===== src/rtl/btn_conditioner.sv =====
// Pushbutton conditioning: sync, debounce, edge pulses and
// game-tick aligned press events, one identical channel per button.
module btn_conditioner #(
  parameter int NUM_BTN   = 4,
  parameter int DB_CYCLES = 1000000,
  parameter int CNT_W     = 20
) (
  input  logic               clk,
  input  logic               rst_n,
  input  logic               game_tick,
  input  logic [NUM_BTN-1:0] btn_raw,
  output logic [NUM_BTN-1:0] btn_level,
  output logic [NUM_BTN-1:0] btn_press,
  output logic [NUM_BTN-1:0] btn_release,
  output logic [NUM_BTN-1:0] btn_event
);

  localparam logic [CNT_W-1:0] CNT_MAX = CNT_W'(DB_CYCLES - 1);
  localparam logic [CNT_W-1:0] CNT_ONE = CNT_W'(1);

  logic [NUM_BTN-1:0] s1;
  logic [NUM_BTN-1:0] sync;
  logic [NUM_BTN-1:0] pending;

  always_ff @(posedge clk or negedge rst_n) begin
    if (!rst_n) begin
      s1   <= '0;
      sync <= '0;
    end else begin
      s1   <= btn_raw;
      sync <= s1;
    end
  end

  for (genvar i = 0; i < NUM_BTN; i++) begin : g_ch
    logic [CNT_W-1:0] cnt;

    // Any sample equal to the accepted level restarts the stability window.
    always_ff @(posedge clk or negedge rst_n) begin
      if (!rst_n) begin
        cnt            <= '0;
        btn_level[i]   <= 1'b0;
        btn_press[i]   <= 1'b0;
        btn_release[i] <= 1'b0;
      end else begin
        btn_press[i]   <= 1'b0;
        btn_release[i] <= 1'b0;
        if (sync[i] == btn_level[i]) begin
          cnt <= '0;
        end else if (cnt == CNT_MAX) begin
          cnt            <= '0;
          btn_level[i]   <= sync[i];
          btn_press[i]   <= sync[i];
          btn_release[i] <= ~sync[i];
        end else begin
          cnt <= cnt + CNT_ONE;
        end
      end
    end

    // A press landing in the tick cycle is delivered now, not held.
    always_ff @(posedge clk or negedge rst_n) begin
      if (!rst_n) begin
        pending[i]   <= 1'b0;
        btn_event[i] <= 1'b0;
      end else if (game_tick) begin
        btn_event[i] <= pending[i] | btn_press[i];
        pending[i]   <= 1'b0;
      end else begin
        btn_event[i] <= 1'b0;
        if (btn_press[i]) begin
          pending[i] <= 1'b1;
        end
      end
    end
  end

endmodule


===== config.mk =====
export PLATFORM = sky130hd
export DESIGN_NAME = btn_conditioner
export DESIGN_NICKNAME = d
export VERILOG_FILES = /design/src/rtl/btn_conditioner.sv
export SDC_FILE = /design/constraint.sdc
export NUM_CORES = 1
export LEC_CHECK = 0
export ABC_CLOCK_PERIOD_IN_PS = 5400
export CAP_MARGIN = 0
export CORE_MARGIN = 4
export CORE_UTILIZATION = 55
export DETAILED_ROUTE_END_ITERATION = 10
export DONT_BUFFER_PORTS = 1
export GPL_TIMING_DRIVEN = 0
export HOLD_SLACK_MARGIN = 0.05
export PLACE_DENSITY_LB_ADDON = 0.1
export SLEW_MARGIN = 20
export SYNTH_ARGS = -nofsm -noshare
export SYNTH_HDL_FRONTEND = slang
export SYNTH_SLANG_ARGS = --single-unit

===== constraint.sdc =====
create_clock -name clk -period 5.4 [get_ports clk]
set_clock_uncertainty 0.05 [all_clocks]
set_input_delay 0.27 -clock clk [delete_from_list [all_inputs] [get_ports clk]]
set_output_delay 0.27 -clock clk [all_outputs]
set_load 0.02 [all_outputs]

======== Word level (Yosys, flattened, before mapping) ========
Cells that the tools add are included.
word-level totals
  flip-flop bits (word level) ............. 108
  input bits .............................. 7
  logic and storage cells ................. 94
cells by class
  add/sub/neg operators ................... 4
  equal/unequal tests ..................... 8
  muxes and demuxes ....................... 36
  bitwise logic cells ..................... 12
  reduce and logical (&&, ||, !) cells .... 8
operators with widths
  cell                                                              count
  20-bit 2-to-1 mux                                                 8
  20-bit by 1-bit adder with 20-bit output (second input constant)  4
  20-bit equality test (second input constant)                      4
  1-bit 2-to-1 mux                                                  28
  1-bit inverter                                                    8
  2-bit AND reduction                                               4
  2-bit nonzero test                                                4
  1-bit equality test                                               4
  1-bit OR                                                          4

======== Depth between registers and ports, before layout ========
  word-level depth ........................ 3
  mapped depth ............................ 6
  gate-level depth less buffers ........... 5

======== Worst setup path before layout ========
No wires, ideal clock.
  kind .................................... register to register
  start ................................... reg g_ch[3].cnt[12]
  end ..................................... reg btn_level[3]
  setup time .............................. 125 ps
  arrival ................................. 1998 ps
  setup slack ............................. 3226 ps
  stages on the path, launching flop included .. 5
  path buffers ............................ 0
  period minus slack after synthesis ...... 2174 ps
  path through ............................ dfrtp_1 -> or4_1 -> or4_4 -> or2_4 -> mux2_4
between the ends
  word-level cells in the longest chain between the ends .. 2
RTL lines
  what                           line  RTL
  start, declared                36    logic [CNT_W-1:0] cnt;
  start signal, assigned         56    cnt <= cnt + CNT_ONE;
  20-bit equality test           50    end else if (cnt == CNT_MAX) begin
  2-bit AND reduction (no line)  -
  end signal, assigned by index  52    btn_level[i] <= sync[i];
  end, declared                  12    output logic [NUM_BTN-1:0] btn_level,
Every way passes these cells.
A chain may end at the register's enable or synchronous reset.

======== Worst setup path after layout ========
  start ................................... reg g_ch[2].cnt[0]
  end ..................................... reg g_ch[2].cnt[10]
between the ends
  word-level cells in the longest chain between the ends .. 3
  elaborated cells between the ends (all ways) .. 4
  those cells by class .................... 1 x add/sub; 1 x eq/ne; 2 x mux
RTL lines
  what                                                                              line    RTL
  start, declared                                                                   36
  start signal, assigned                                                            56
  20-bit by 1-bit adder with 20-bit output or 20-bit equality test (tied branches)  56, 50
  20-bit 2-to-1 mux (*)                                                             50
  20-bit 2-to-1 mux (*)                                                             48      if (sync[i] == btn_level[i]) begin
Every way passes the cells marked *; elsewhere a longest branch is shown, timed or not.

==> metrics.md <==
| Metric | Value |
|---|---|
| Critical Path Fanout Max | `10` |
| Total CTS buffers | `9` |
| Wire length per cell | `15.0 um` |
| IO Count | `23` |
| Final worst path period need | `2.45 ns` |
| Clock power frac | `34.8%` |
| Sw frac | `24.8%` |
| Initial core utilization | `a little under three fifths` |
| Slew HR | `50.1%` |
| I/O Buffers | `0` |
| Vias in the first global route | `around 3,500` |
| VDD IR max | `0.000153 V` |
| Diodes inserted | `0` |
| Mapped Nets | `489` |
| Core area | `8720 um2` |
| Worst path required time | `about 5.6 ns` |
| Vias/cell | `5.76` |
| WP data arrival | `2.64 ns` |
| Worst-Skew Late Latency | `0.38 ns` |
| Final period util | `45.3%` |
| Busiest layer in global routing | `met2` |
| Hold slack | `slightly above 0.3 ns` |
| Max_cap viols | `0` |
| Die area | `10,600 um2` |
| PwrDens | `250 nW/um2` |
| Syn Area/Cell | `10.3 um2` |
| Largest family of logic cells by synthesized area | `simple AND/OR/NAND/NOR gates` |
| Sequential area share after synthesis | `54.6%` |
| Fill count | `between 700 and 800` |
| XOR/XNOR Fraction of Synth Area | `a little under a tenth` |
| Hold Path Class | `reg2reg` |
| Hold Crit Endpoint | `sync[0]$_DFF_PN0_` |
| Category of the worst setup path capture point | `flop` |
| CTS tree | `yes` |
| FF-to-FF path depth | `6` |
| Crit path kind | `reg2reg` |
| Main synth FF type | `dfrtp_1` |
| Fraction of layout cells with a size suffix above 1 | `7.39%` |
| Number of synthesized flops with an enable pin | `0` |
| WL final | `9140 um` |
| Detailed Routing Iterations Pass 1 | `4` |
| Die X | `103 um` |
| Clock buffer depth | `2` |
| Iter 0 DRT Violations | `98` |
| Storage cell area | `2700 um2` |
| Synth Cell Area | `4950 um2` |
| Die height | `between 100 and 150 um` |
| Asr flop ratio synth | `100%` |
| Detail Placement HPWL | `6160 um` |
| Residual DRC | `0` |
| P&R area growth vs syn | `8.22%` |
| Number of routed nets with antenna violations | `0` |
| Reg2Reg Setup Slack | `2.95 ns` |
| Pin count of the biggest net entering global routing | `109` |
| Met1 GRT Util | `26.3%` |
| Syn. warnings | `0` |
| First-pass GRT wire length | `roughly 16,000 um` |
| Setup violators final | `0` |
| Setup WS pre-CTS | `approximately 2.9 ns` |
| Adder-Cell Fraction of Synth Area | `1.01%` |
| Rows | `34` |
| Setup TNS | `0 ns` |
| Synth cell types | `46` |
| Initial antenna violation count | `0` |
| Flop pwr share | `about 60%` |
| Crit path launch type | `flop` |
| Final Slew Violations | `0` |
| Status | `finished, final reports clean` |
| Comb power frac | `3.5%` |
| Net switching power | `0.332 mW` |
| RSZ-0062 raised after global routing | `no` |
| Remaining Overflow, GRT | `0` |
| Clock tree sinks | `108` |
| Via count | `between 3,000 and 4,000` |
| Htree depth | `3` |
| Final setup margin | `2.95 ns` |
| Global Route Usage Sum | `roughly a fifth` |
| Cts repair resizes | `0` |
| Core Util, Final | `61.4%` |
| Multi-input logic area | `2160 um2` |
| Hold Path Stages | `0` |
| Worst-path clk slew | `0.10 ns` |
| Synthesis-stage register bit count | `about 110` |
| Grt met2 use | `30.3%` |
| Pint | `1.01 mW` |
| Cell count after synthesis | `478` |
| Placer Congestion | `~0.8` |
| Pleak | `2.14 nW` |
| Compound-Gate Fraction of Synth Area | `6.48%` |
| FF-to-FF End | `g_ch[2].cnt[10]$_DFF_PN0_` |
| Met3 usage | `4.67%` |
| Final net count | `507` |
| Mux share of post-synthesis cell area | `1.19%` |
| Hold Path Origin | `s1[0]$_DFF_PN0_` |
| Reg2reg start | `g_ch[2].cnt[0]$_DFF_PN0_` |
| CTS Root Cell | `clkbuf_8` |
| Final hold vios | `0` |
| Highest clock rate | `408 MHz` |
| Least-Margin Pin Slew | `about 0.74 ns` |
| Post-Synth Simple-Gate Area | `25.7%` |
[cell families after synthesis]
logic type      Yosys count
fa+ha+maj                 4
buf+inv                  23
compound gates           50
flops                   108
xor+xnor                 52
mux                       5
simple gates            236
[layout by cell type (no fill, tap or decap), types with 5 or more instances in the layout]
cell	Yosys	layout
nand3_1	28	28
nand4_1	19	19
dlygate4sd3_1	0	6
o31ai_1	8	8
nor2b_1	5	5
nor3_1	11	11
nand2_1	21	21
clkbuf_8	0	9
inv_1	14	14
or4_1	10	10
nor4_1	13	13
nor2_1	73	73
xnor2_1	35	35
clkbuf_1	8	8
nor3b_1	9	9
or3_1	6	6
dfrtp_1	108	108
and3_1	14	14
o21ai_0	9	9
xor2_1	17	17
a21oi_1	21	21
[registers in the layout, summed over array words and instances, names as in the netlist]
register,cells
sync,4
g_ch.cnt,80
btn_release,4
btn_event,4
btn_level,4
pending,4
s1,4
btn_press,4
[cells in the mapped netlist, types with 2 or more instances]
| cell | number | share of area, % |
|---|---|---|
| nand3_1 | 28 | 2.8 |
| or2_2 | 4 | 0.51 |
| o31ai_2 | 2 | 0.51 |
| dfrtp_1 | 108 | 55 |
| ha_1 | 4 | 1.0 |
| nor2b_1 | 5 | 0.63 |
| xnor2_1 | 35 | 6.2 |
| nor2_1 | 73 | 5.5 |
| mux2_2 | 3 | 0.68 |
| or4_1 | 10 | 1.5 |
| inv_1 | 14 | 1.1 |
| and2_1 | 3 | 0.38 |
| nand2_1 | 21 | 1.6 |
| nor4b_1 | 2 | 0.35 |
| o221ai_1 | 2 | 0.35 |
| nor4_1 | 13 | 1.6 |
| o21ai_0 | 9 | 0.91 |
| nor3b_1 | 9 | 1.4 |
| a31o_2 | 3 | 0.53 |
| nand4b_1 | 2 | 0.35 |
| and3_1 | 14 | 1.8 |
| xor2_1 | 17 | 3.0 |
| clkbuf_1 | 8 | 0.61 |
| nand3b_1 | 3 | 0.46 |
| or3_1 | 6 | 0.76 |
| nor3_1 | 11 | 1.1 |
| o31ai_1 | 8 | 1.2 |
| a21oi_1 | 21 | 2.1 |
| or4b_1 | 2 | 0.40 |
| and4_1 | 3 | 0.53 |
| nand4_1 | 19 | 2.4 |
| or4b_2 | 2 | 0.40 |
[per-layer routing]
layer,vias up,share of wire (%)
li1,1740,-
met1,1702,48
met2,57,47
met3,9,3.8
met4,0,1.1
met5,-,0
[worst max path at each step]
stage | cells after the start | endpoint | slack, ns | startpoint
after floorplan | 4 | btn_level[3]$_DFFE_PN0P_ | 3.23 | g_ch[3].cnt[12]$_DFF_PN0_
after global placement | 6 | g_ch[2].cnt[5]$_DFF_PN0_ | 2.99 | g_ch[2].cnt[0]$_DFF_PN0_
after detailed placement | 6 | g_ch[2].cnt[10]$_DFF_PN0_ | 2.95 | g_ch[2].cnt[0]$_DFF_PN0_
after CTS | 6 | g_ch[2].cnt[10]$_DFF_PN0_ | 2.91 | g_ch[2].cnt[0]$_DFF_PN0_
after global routing | 6 | g_ch[2].cnt[8]$_DFF_PN0_ | 2.73 | g_ch[2].cnt[0]$_DFF_PN0_
final | 6 | g_ch[2].cnt[10]$_DFF_PN0_ | 2.95 | g_ch[2].cnt[0]$_DFF_PN0_
[power by group through the flow]
stage | clock network [mW] | registers [mW] | logic, mW
global placement | 0 | 0.843 | 0.0248
finish | 0.466 | 0.828 | 0.0465
CTS | 0.481 | 0.828 | 0.0481
detailed placement | 0 | 0.844 | 0.0254
floorplan | 0 | 0.842 | 0.0195
global route | 0.515 | 0.830 | 0.0541
[critical path, stage by stage (launching register included)]
cell      delay [ns]
dfrtp_1         0.39
ha_1            0.22
nand2_1         0.13
or2_2           0.36
o31ai_2         0.65
clkbuf_1        0.42
nor2_1          0.10
[per-stage QoR]
step	cell area, um2	total power [mW]	cells
floorplan	4950	0.861	478
global placement	5080	0.868	586
detailed placement	5080	0.869	586
CTS	5350	1.36	609
global route	5350	1.40	609
finish	5350	1.34	609
[final cells by class]
| type | instances | area share, % |
|---|---|---|
| well taps | 108 | 2.52 |
| repair buffers | 7 | 1.64 |
| plain buffers | 9 | 0.655 |
| multi-input cells | 347 | 40.3 |
| inverters | 14 | 0.982 |
| clock inverters | 7 | 1.12 |
| clock buffers | 9 | 2.31 |
| flip-flops and latches | 108 | 50.5 |
[what timing repair did]
action,in CTS,in global routing
buffers inserted,0,0
hold buffers,7,0
endpoints found under the hold margin,120,0
No activity file was read; power rests on OpenSTA's default activity.
